**config.mk**
```make
export PLATFORM = sky130hd
export DESIGN_NAME = mul_result_fifo_flat
export DESIGN_NICKNAME = d
export VERILOG_FILES = /design/src/rtl/mul_result_fifo_if.sv /design/src/rtl/mul_result_fifo.sv /design/src/flat_wrapper.sv
export SDC_FILE = /design/constraint.sdc
export NUM_CORES = 1
export LEC_CHECK = 0
export ABC_AREA = 1
export BUFFER_PORTS_ARGS = -buffer_cell sky130_fd_sc_hd__buf_2
export CORE_UTILIZATION = 30
export DETAILED_ROUTE_END_ITERATION = 16
export SLEW_MARGIN = 20
export SYNTH_ARGS = -nofsm -noshare
export SYNTH_HDL_FRONTEND = slang
export SYNTH_SLANG_ARGS = --single-unit
export TNS_END_PERCENT = 30
```
**constraint.sdc**
```tcl
create_clock -name clk -period 3.9 [get_ports clk]
set_input_delay 0.78 -clock clk [delete_from_list [all_inputs] [get_ports clk]]
set_output_delay 0.78 -clock clk [all_outputs]
set_load 0.03 [all_outputs]
```
**src/rtl/mul_result_fifo_if.sv**
```systemverilog
// mul_result_fifo_if: bundles the handshake signals of the result FIFO.
//   Multiplier side : prod_in, done_in (in to the FIFO); ack_out (out).
//   Consumer side   : out_data, out_valid, count, full (out); out_ready (in).
//   slave modport   : the FIFO itself.
//   master modport  : the environment (multiplier chain plus consumer).
interface mul_result_fifo_if #(
   parameter int unsigned DATA_W = 64,
   parameter int unsigned DEPTH  = 4
);
   localparam int unsigned CW = $clog2(DEPTH) + 1;

   logic [DATA_W-1:0] prod_in;
   logic              done_in;
   logic              ack_out;
   logic [DATA_W-1:0] out_data;
   logic              out_valid;
   logic              out_ready;
   logic [CW-1:0]     count;
   logic              full;

   modport slave (
      input  prod_in, done_in, out_ready,
      output ack_out, out_data, out_valid, count, full
   );

   modport master (
      output prod_in, done_in, out_ready,
      input  ack_out, out_data, out_valid, count, full
   );
endinterface

```
**src/rtl/mul_result_fifo.sv**
```systemverilog
// mul_result_fifo: downstream result buffer of the three-operand multiplier.
//   Captures prod_in once per done_in pulse, answers with a one-cycle ack_out,
//   and withholds ack_out while the FIFO is full (backpressure).
//   Entries are presented show-ahead on out_data/out_valid; out_ready pops.
// Ports:
//   clk   - system clock, rising edge
//   reset - asynchronous, active-high reset
//   bus   - mul_result_fifo_if.slave (prod_in, done_in, ack_out, out_data,
//           out_valid, out_ready, count, full)
module mul_result_fifo #(
   parameter int unsigned DATA_W = 64,
   parameter int unsigned DEPTH  = 4   // power of two, >= 2
) (
   input logic             clk,
   input logic             reset,
   mul_result_fifo_if.slave bus
);
   localparam int unsigned AW = $clog2(DEPTH);
   localparam int unsigned CW = AW + 1;

   typedef enum logic [1:0] {IDLE, ACK, WAIT_LOW} state_t;

   state_t            state;
   logic              ack_q;

   logic [DATA_W-1:0] mem [DEPTH];
   logic [AW-1:0]     wr_ptr;
   logic [AW-1:0]     rd_ptr;
   logic [CW-1:0]     count_q;
   logic              full_q;
   logic              out_valid_q;
   logic [DATA_W-1:0] out_data_q;

   logic              push;
   logic              pop;
   logic [AW-1:0]     rd_next;
   logic [CW-1:0]     count_next;

   // Capture only from IDLE and only against the registered full flag, so a
   // pop in the same cycle never opens room for a capture.
   always_comb begin
      push       = (state == IDLE) && bus.done_in && !full_q;
      pop        = out_valid_q && bus.out_ready;
      rd_next    = pop ? rd_ptr + AW'(1) : rd_ptr;
      count_next = count_q;
      if (push && !pop)
         count_next = count_q + CW'(1);
      else if (pop && !push)
         count_next = count_q - CW'(1);
   end

   // Capture FSM with registered acknowledge.
   always_ff @(posedge clk or posedge reset) begin
      if (reset) begin
         state <= IDLE;
         ack_q <= 1'b0;
      end else begin
         unique case (state)
            IDLE: begin
               if (push) begin
                  state <= ACK;
                  ack_q <= 1'b1;
               end
            end
            ACK: begin
               state <= WAIT_LOW;
               ack_q <= 1'b0;
            end
            WAIT_LOW: begin
               ack_q <= 1'b0;
               if (!bus.done_in)
                  state <= IDLE;
            end
            default: begin
               state <= IDLE;
               ack_q <= 1'b0;
            end
         endcase
      end
   end

   // Storage array carries no reset; validity is tracked by count_q.
   always_ff @(posedge clk) begin
      if (push)
         mem[wr_ptr] <= bus.prod_in;
   end

   // Pointers, occupancy and the show-ahead output register.
   // When the new head is the entry being written this edge (FIFO empty after
   // any pop), it is taken straight from prod_in since mem is not yet updated.
   always_ff @(posedge clk or posedge reset) begin
      if (reset) begin
         wr_ptr      <= '0;
         rd_ptr      <= '0;
         count_q     <= '0;
         full_q      <= 1'b0;
         out_valid_q <= 1'b0;
         out_data_q  <= '0;
      end else begin
         if (push)
            wr_ptr <= wr_ptr + AW'(1);
         rd_ptr      <= rd_next;
         count_q     <= count_next;
         full_q      <= (count_next == CW'(DEPTH));
         out_valid_q <= (count_next != '0);
         if (count_next != '0)
            out_data_q <= (push && (wr_ptr == rd_next)) ? bus.prod_in : mem[rd_next];
      end
   end

   assign bus.ack_out   = ack_q;
   assign bus.out_data  = out_data_q;
   assign bus.out_valid = out_valid_q;
   assign bus.count     = count_q;
   assign bus.full      = full_q;
endmodule

```
**src/flat_wrapper.sv**
```systemverilog
// flat-port wrapper written by rule: the top's interface ports become plain ports
module mul_result_fifo_flat 
#(
   parameter int unsigned DATA_W = 64,
   parameter int unsigned DEPTH  = 4                        
)
  (clk, reset, bus_prod_in, bus_done_in, bus_out_ready, bus_ack_out, bus_out_data, bus_out_valid, bus_count, bus_full);
  mul_result_fifo_if #(.DATA_W(DATA_W), .DEPTH(DEPTH)) bus_i ();
  input logic clk;
  input logic reset;
  input wire logic [$bits(bus_i.prod_in)-1:0] bus_prod_in;
  input wire logic [$bits(bus_i.done_in)-1:0] bus_done_in;
  input wire logic [$bits(bus_i.out_ready)-1:0] bus_out_ready;
  output wire logic [$bits(bus_i.ack_out)-1:0] bus_ack_out;
  output wire logic [$bits(bus_i.out_data)-1:0] bus_out_data;
  output wire logic [$bits(bus_i.out_valid)-1:0] bus_out_valid;
  output wire logic [$bits(bus_i.count)-1:0] bus_count;
  output wire logic [$bits(bus_i.full)-1:0] bus_full;
  assign bus_i.prod_in = bus_prod_in;
  assign bus_i.done_in = bus_done_in;
  assign bus_i.out_ready = bus_out_ready;
  assign bus_ack_out = bus_i.ack_out;
  assign bus_out_data = bus_i.out_data;
  assign bus_out_valid = bus_i.out_valid;
  assign bus_count = bus_i.count;
  assign bus_full = bus_i.full;
  mul_result_fifo #(.DATA_W(DATA_W), .DEPTH(DEPTH)) u_core (.clk(clk), .reset(reset), .bus(bus_i));
endmodule
```
==> flow_results.xml, run 1 <==
<?xml version="1.0" encoding="UTF-8"?>
<metrics>
  <group name="flow_run">
    <metric name="cap_violations" unit="">0</metric>
  </group>
  <group name="routing">
    <metric name="dr_total_vias" unit="">10247</metric>
    <metric name="drt_wl_total" unit="µm">37200</metric>
    <metric name="detail_route.wl_per_cell" unit="µm">16.8</metric>
    <metric name="detailedRoute.firstIterationViolations" unit="">702</metric>
    <metric name="ant_nets" unit="">0</metric>
    <metric name="detail_route.vias_per_cell" unit="">4.62</metric>
    <metric name="dr.pass1.iters" unit="">7</metric>
    <metric name="detail_route.drc_violations" unit="">0</metric>
  </group>
  <group name="clock_network">
    <metric name="post_cts_resized" unit="">0</metric>
    <metric name="path_clk_slew" unit="ps">60</metric>
    <metric name="post_cts_hold_buffer_count" unit="">0</metric>
    <metric name="cts_tree" unit="">built</metric>
    <metric name="clk_latency" unit="ps">530</metric>
    <metric name="count_of_h_tree_levels_built_during_cts" unit="">2</metric>
    <metric name="tritoncts.num_buffers" unit="">37</metric>
    <metric name="clock_sink_count" unit="">332</metric>
    <metric name="post_cts.repair.setup_buffers" unit="">0</metric>
    <metric name="ctsRootBufferMaster" unit="">sky130_fd_sc_hd__clkbuf_16</metric>
    <metric name="ctsLongestPathBuffers" unit="">3</metric>
  </group>
  <group name="yosys">
    <metric name="ys_ff_latch" unit="">332</metric>
    <metric name="synth-warning-count" unit="">0</metric>
    <metric name="synth_compound_area_frac" unit="">0.000687</metric>
    <metric name="post_synth.cell_area_avg" unit="µm²">9.98</metric>
    <metric name="yosys.area_share.xor_xnor" unit="">0.000601</metric>
    <metric name="netlist-cell-type-count" unit="">27</metric>
    <metric name="synthMuxAreaShare" unit="">0</metric>
    <metric name="post_synth_fa_ha_maj_area_fraction" unit="">0.00515</metric>
    <metric name="synth_cells" unit="">1460</metric>
    <metric name="synthesized_netlist_net_count" unit="">1534</metric>
    <metric name="netlist_area_before_placement" unit="µm²">14600</metric>
    <metric name="synth_top_family_by_area" unit="">simple AND/OR/NAND/NOR gates</metric>
    <metric name="seq_area_frac_synth" unit="">0.658</metric>
    <metric name="synth_simple_gate_area_share" unit="">0.282</metric>
  </group>
  <group name="timing">
    <metric name="max_slew.worst_pin.slew" unit="ps">877</metric>
    <metric name="setup_violations" unit="">0</metric>
    <metric name="relSlewSlack" unit="">0.416</metric>
    <metric name="worst_clock_skew" unit="ps">13.8</metric>
    <metric name="grt_setup_unrepaired" unit="">no</metric>
    <metric name="post-route-worst-setup-slack" unit="ps">1370</metric>
    <metric name="tcrit_tclk_final" unit="">0.649</metric>
    <metric name="slew_viol_final" unit="">0</metric>
    <metric name="achievable-frequency" unit="MHz">395</metric>
    <metric name="report.final.hold_viol_count" unit="">0</metric>
    <metric name="post-route-min-period" unit="ps">2530</metric>
  </group>
  <group name="place">
    <metric name="portBuffers" unit="">137</metric>
    <metric name="gpl.final_weighted_congestion" unit="">0.727</metric>
    <metric name="post-place-ws" unit="ps">865</metric>
    <metric name="place.detailed.hpwl" unit="µm">20700</metric>
    <metric name="post_dp_cell_area" unit="µm²">15900</metric>
  </group>
  <group name="finish">
    <metric name="post-route-cell-area" unit="µm²">17100</metric>
    <metric name="postLayoutCoreUtil" unit="">0.357</metric>
    <metric name="post_route_cells_drive_above_1_share" unit="">0.148</metric>
    <metric name="layout.cells.most_common_list" unit="">sky130_fd_sc_hd__nand2_1 (658), sky130_fd_sc_hd__edfxtp_1 (256), sky130_fd_sc_hd__nand3_1 (199)</metric>
    <metric name="nets" unit="">1644</metric>
    <metric name="syn2layout_area_growth" unit="%">17.1</metric>
    <metric name="mostFrequentLayoutCell" unit="">sky130_fd_sc_hd__nand2_1</metric>
  </group>
  <group name="global_routing">
    <metric name="grt_pass1_wl" unit="µm">57500</metric>
    <metric name="grt_start_max_net_pins" unit="">115</metric>
    <metric name="first_global_vias" unit="">9915</metric>
    <metric name="antenna_found_initial" unit="">10</metric>
    <metric name="globalRoute.totalOverflow" unit="">0</metric>
    <metric name="total_routing_usage_gr" unit="">0.150</metric>
  </group>
  <group name="min_path">
    <metric name="holdCritPathClass" unit="">input pin to async pin</metric>
  </group>
  <group name="setup_path">
    <metric name="crit_type" unit="">flop to flop</metric>
    <metric name="timing.critical_path.from_type" unit="">flop</metric>
    <metric name="critPathRequiredTime" unit="ps">4360</metric>
    <metric name="critical_path.max_fanout" unit="">76</metric>
    <metric name="worstPathArrival" unit="ps">2990</metric>
    <metric name="worst_setup_path_end_kind" unit="">flop</metric>
  </group>
  <group name="floorplan">
    <metric name="pin_count" unit="">138</metric>
    <metric name="core_region_area" unit="µm²">47800</metric>
    <metric name="fp-row-count" unit="">80</metric>
    <metric name="die_area" unit="µm²">49400</metric>
    <metric name="initial_core_util" unit="">0.304</metric>
    <metric name="die_width" unit="µm">222</metric>
    <metric name="die_y" unit="µm">222</metric>
  </group>
  <group name="power">
    <metric name="power_density" unit="nW/µm²">866</metric>
    <metric name="irDropWorstVdd" unit="µV">554</metric>
    <metric name="leakage_power" unit="µW">0.00761</metric>
  </group>
  <group name="outcome">
    <metric name="outcome" unit="">complete, no violations</metric>
  </group>
</metrics>
through the flow:
| stage | total power [µW] | std cells | hold WS (ps) | TNS (ps) |
|---|---|---|---|---|
| after CTS | 15000 | 2214 | 452 | 0 |
| after floorplan | 9710 | 1460 | 483 | -79720 |
| after global placement | 11600 | 2146 | 491 | 0 |
| after detailed placement | 11600 | 2146 | 491 | 0 |
| final | 14800 | 2216 | 435 | 0 |
| after global routing | 15900 | 2214 | 473 | 0 |
flip-flops by register name, indices dropped and copies added, names as in the netlist, 2 cells and up:
name                 flops
u_core.mem             256
u_core.bus.out_data     64
u_core.bus.count         3
u_core.rd_ptr            2
u_core.state             2
u_core.wr_ptr            2
layer usage:
layer / vias up / wire (µm) / GRT usage
met5: - / 72 / 0
met4: 12 / 726 / 0.0429
met3: 53 / 2460 / 0.0389
met2: 229 / 17000 / 0.239
met1: 4928 / 16900 / 0.199
li1: 5025 / - / -
kinds of logic (layout without fill, tap and decap cells):
group           after synthesis  after routing
simple gates                944            944
flops                       332            332
buf+inv                     175            314
fa+ha+maj                     6              6
compound gates                2              2
xor+xnor                      1              1
other cells                   0              2
power by group:
group / internal [µW] / leakage (µW) / total, µW / switching (µW)
combinational: 1790 / 0.00380 / 6490 / 4700
sequential: 4650 / 0.00324 / 4980 / 330
clock: 1920 / 0.000567 / 3300 / 1390
path summary, 6_finish.rpt:
check | from | to | slack (ps) | cells past startpoint
worst max-delay path | u_core.bus.out_valid | u_core.bus.out_data[14] | 1370 | 12
worst max register to register | u_core.bus.out_valid | u_core.bus.out_data[14] | 1370 | 12
min in group clk | bus_prod_in[61] | u_core.mem[1][61] | 490 | 1
worst min-delay path | reset | u_core.bus.out_data[19] | 430 | 2
max in group asynchronous | reset | u_core.bus.out_data[48] | 2630 | 3
worst min register to register | u_core.bus.out_data[11] | u_core.bus.out_data[11] | 500 | 2
worst max-delay path, cell delays in order (launching register included):
cell and delay, ps:
sky130_fd_sc_hd__dfrtp_1 430, sky130_fd_sc_hd__nand2_1 260, sky130_fd_sc_hd__nand2_4 270, sky130_fd_sc_hd__nand2_4 130
sky130_fd_sc_hd__buf_4 680, sky130_fd_sc_hd__nand2_1 140, sky130_fd_sc_hd__nand2_1 100, sky130_fd_sc_hd__nand2_1 50
sky130_fd_sc_hd__nand2_1 80, sky130_fd_sc_hd__nand2_1 60, sky130_fd_sc_hd__nand2_1 80, sky130_fd_sc_hd__nand2_1 50
sky130_fd_sc_hd__nand2_1 90
synthesized netlist by cell type (all sizes together):
master  count  area [µm²]
dfrtp      76        1900
xor2        1        8.76
inv        85         319
ha          6        75.1
o21ai       1        5.00
a21oi       1        5.00
nand2     667        2520
nor3        1        5.00
nor2        8        63.8
buf        74         400
nand3b     65         488
nand3     201        1020
clkinv      2        8.75
nand4       2        12.5
edfxtp    256        7690
clkbuf     14        52.6
area by class of cell:
class	count	area [µm²]
antenna	2	5.00
clock buffer	53	1070
clock inverter	15	81.3
fill	4756	30800
inverter	87	330
multi-input combinational	953	4280
sequential	332	9590
tap	615	769
timing repair buffer	159	938
Power figures use the tool's default switching activity.
==> run 2: changes to the inputs <==
- clock period: 3.9 -> 2.4 ns (I/O delays scaled with it)
==> run 2 against run 1 <==
Effect of this change:
- clock power increased by 72%
- total power increased by 67%
- wire length increased by 2.0%
- design area increased by 1.7%
- cell count increased by 0.45%
- sequential share of layout area decreased by 0.92 points
- fmax increased by 20%
- non-clock buffer count increased by 9
- register-to-register slack got worse by 1100 ps
- combinational power increased by 69%
- largest power group unchanged
==> flow_results.xml, run 2 (same netlist as run 1, synthesis figures left out) <==
<?xml version="1.0" encoding="UTF-8"?>
<metrics>
  <group name="floorplan">
    <metric name="die_width" unit="µm">222</metric>
    <metric name="pin_count" unit="">138</metric>
    <metric name="die_area" unit="µm²">49400</metric>
    <metric name="die_y" unit="µm">222</metric>
    <metric name="core_region_area" unit="µm²">47800</metric>
    <metric name="initial_core_util" unit="">0.304</metric>
    <metric name="fp-row-count" unit="">80</metric>
  </group>
  <group name="setup_path">
    <metric name="cp_slowest_stage_delay" unit="ps">570</metric>
    <metric name="worst_path_max_delay_cell" unit="">sky130_fd_sc_hd__buf_4</metric>
    <metric name="timing.critical_path.mode_cell" unit="">sky130_fd_sc_hd__nand2_1</metric>
    <metric name="critical_path.max_fanout" unit="">58</metric>
    <metric name="worstPathArrival" unit="ps">2520</metric>
    <metric name="worst_setup_path_end_kind" unit="">flop</metric>
    <metric name="cp_num_buf_inv" unit="">1</metric>
    <metric name="crit_type" unit="">flop to flop</metric>
    <metric name="reg2reg_depth" unit="">10</metric>
    <metric name="timing.critical_path.from_type" unit="">flop</metric>
    <metric name="cp_num_cells" unit="">10</metric>
    <metric name="crit_family" unit="">simple AND/OR/NAND/NOR gates</metric>
    <metric name="critPathRequiredTime" unit="ps">2810</metric>
    <metric name="path_cells" unit="">nand2_1 &gt; nand2_4 &gt; buf_4 &gt; nand3b_1 &gt; nand3_1 &gt; nand2_1 &gt; nand2_1 &gt; nand2_1 &gt; nand2_1 &gt; nand2_1</metric>
  </group>
  <group name="place">
    <metric name="place.detailed.hpwl" unit="µm">21300</metric>
    <metric name="post-place-ws" unit="ps">142</metric>
    <metric name="gpl.final_weighted_congestion" unit="">0.729</metric>
    <metric name="post_dp_cell_area" unit="µm²">16100</metric>
    <metric name="portBuffers" unit="">137</metric>
  </group>
  <group name="routing">
    <metric name="detail_route.vias_per_cell" unit="">4.65</metric>
    <metric name="dr_total_vias" unit="">10353</metric>
    <metric name="ant_nets" unit="">0</metric>
    <metric name="drt_wl_total" unit="µm">38000</metric>
    <metric name="detail_route.wl_per_cell" unit="µm">17.1</metric>
    <metric name="detail_route.drc_violations" unit="">0</metric>
    <metric name="dr.pass1.iters" unit="">5</metric>
    <metric name="detailedRoute.firstIterationViolations" unit="">679</metric>
  </group>
  <group name="power">
    <metric name="share_of_total_power_in_combinational_logic" unit="">0.444</metric>
    <metric name="swShare" unit="">0.427</metric>
    <metric name="power.sequential.fraction" unit="">0.326</metric>
    <metric name="p_sw" unit="µW">10600</metric>
    <metric name="leakage_power" unit="µW">0.00773</metric>
    <metric name="internal_power" unit="µW">14100</metric>
    <metric name="irDropWorstVdd" unit="µV">842</metric>
    <metric name="clkPwrFrac" unit="">0.229</metric>
    <metric name="power_density" unit="nW/µm²">1420</metric>
  </group>
  <group name="timing">
    <metric name="setup_violations" unit="">0</metric>
    <metric name="worst_clock_skew" unit="ps">9.15</metric>
    <metric name="fin_worst_hold_slack" unit="ps">77.1</metric>
    <metric name="finalSetupTns" unit="ps">0</metric>
    <metric name="grt_setup_unrepaired" unit="">no</metric>
    <metric name="max_slew.worst_pin.slew" unit="ps">710</metric>
    <metric name="post-route-min-period" unit="ps">2100</metric>
    <metric name="report.final.hold_viol_count" unit="">0</metric>
    <metric name="post-route-worst-setup-slack" unit="ps">295</metric>
    <metric name="achievable-frequency" unit="MHz">475</metric>
    <metric name="tcrit_tclk_final" unit="">0.877</metric>
    <metric name="slew_viol_final" unit="">0</metric>
    <metric name="relSlewSlack" unit="">0.527</metric>
  </group>
  <group name="clock_network">
    <metric name="path_clk_slew" unit="ps">60</metric>
    <metric name="post_cts_hold_buffer_count" unit="">0</metric>
    <metric name="ctsRootBufferMaster" unit="">sky130_fd_sc_hd__clkbuf_16</metric>
    <metric name="cts_tree" unit="">built</metric>
    <metric name="post_cts_resized" unit="">0</metric>
    <metric name="clock_sink_count" unit="">332</metric>
    <metric name="clk_latency" unit="ps">530</metric>
    <metric name="post_cts.repair.setup_buffers" unit="">0</metric>
    <metric name="tritoncts.num_buffers" unit="">38</metric>
    <metric name="count_of_h_tree_levels_built_during_cts" unit="">2</metric>
    <metric name="ctsLongestPathBuffers" unit="">3</metric>
  </group>
  <group name="finish">
    <metric name="mostFrequentLayoutCell" unit="">sky130_fd_sc_hd__nand2_1</metric>
    <metric name="layout.cells.most_common_list" unit="">sky130_fd_sc_hd__nand2_1 (658), sky130_fd_sc_hd__edfxtp_1 (256), sky130_fd_sc_hd__nand3_1 (199)</metric>
    <metric name="largest_register" unit="">u_core.mem</metric>
    <metric name="final.fill_count" unit="">4728</metric>
    <metric name="post-route-cell-area" unit="µm²">17400</metric>
    <metric name="syn2layout_area_growth" unit="%">19.1</metric>
    <metric name="max_ffs_per_register" unit="">256</metric>
    <metric name="post_route_cells_drive_above_1_share" unit="">0.154</metric>
    <metric name="nets" unit="">1654</metric>
  </group>
  <group name="global_routing">
    <metric name="antenna_found_initial" unit="">9</metric>
    <metric name="first_global_vias" unit="">10165</metric>
    <metric name="grt_start_max_net_pins" unit="">129</metric>
    <metric name="grt_pass1_wl" unit="µm">59400</metric>
    <metric name="total_routing_usage_gr" unit="">0.154</metric>
    <metric name="globalRoute.totalOverflow" unit="">0</metric>
  </group>
  <group name="outcome">
    <metric name="outcome" unit="">complete, no violations</metric>
  </group>
  <group name="min_path">
    <metric name="holdCritPathClass" unit="">input pin to async pin</metric>
  </group>
  <group name="flow_run">
    <metric name="cap_violations" unit="">0</metric>
  </group>
</metrics>
run 2: power by group through the flow:
stage / combinational [µW] / clock [µW] / sequential (µW)
4_1_cts: 11200 / 5810 / 8070
3_3_place_gp: 11000 / 0 / 8140
2_1_floorplan: 6490 / 0 / 9280
3_5_place_dp: 11100 / 0 / 8160
5_1_grt: 12400 / 6010 / 8190
6_report: 11000 / 5670 / 8050
run 2: path summary, 6_finish.rpt:
| check | from | end | slack [ps] |
|---|---|---|---|
| min reg2reg | u_core.bus.ack_out | u_core.bus.ack_out | 500 |
| min | reset | u_core.bus.out_data[33] | 80 |
| max in group asynchronous | reset | u_core.bus.out_data[23] | 1670 |
| min in group clk | bus_prod_in[46] | u_core.mem[2][46] | 180 |
| max reg2reg | u_core.bus.out_valid | u_core.bus.out_data[7] | 300 |
| max | u_core.bus.out_valid | u_core.bus.out_data[7] | 300 |
run 2: stage by stage:
step                 util  std cells  total power, µW
detailed placement  0.337       2155            19300
global placement    0.337       2155            19200
CTS                 0.363       2225            25100
finish              0.363       2226            24700
floorplan               -       1460            15800
global route        0.363       2225            26600
run 2: layer usage:
layer,vias up,global-route usage,part of all wire
met2,214,0.246,0.46
li1,5037,-,-
met4,16,0.0461,0.022
met1,5021,0.203,0.45
met5,-,0,0.0024
met3,65,0.0423,0.064
run 2: cell type report:
class                      count  area [µm²]  share of cell area
sequential                   332        9590               0.553
inverter                      87         330              0.0190
tap                          615         769              0.0443
clock inverter                14         100             0.00577
clock buffer                  56        1130              0.0653
multi-input combinational    953        4280               0.247
antenna                        1        2.50            0.000144
timing repair buffer         168        1140              0.0659
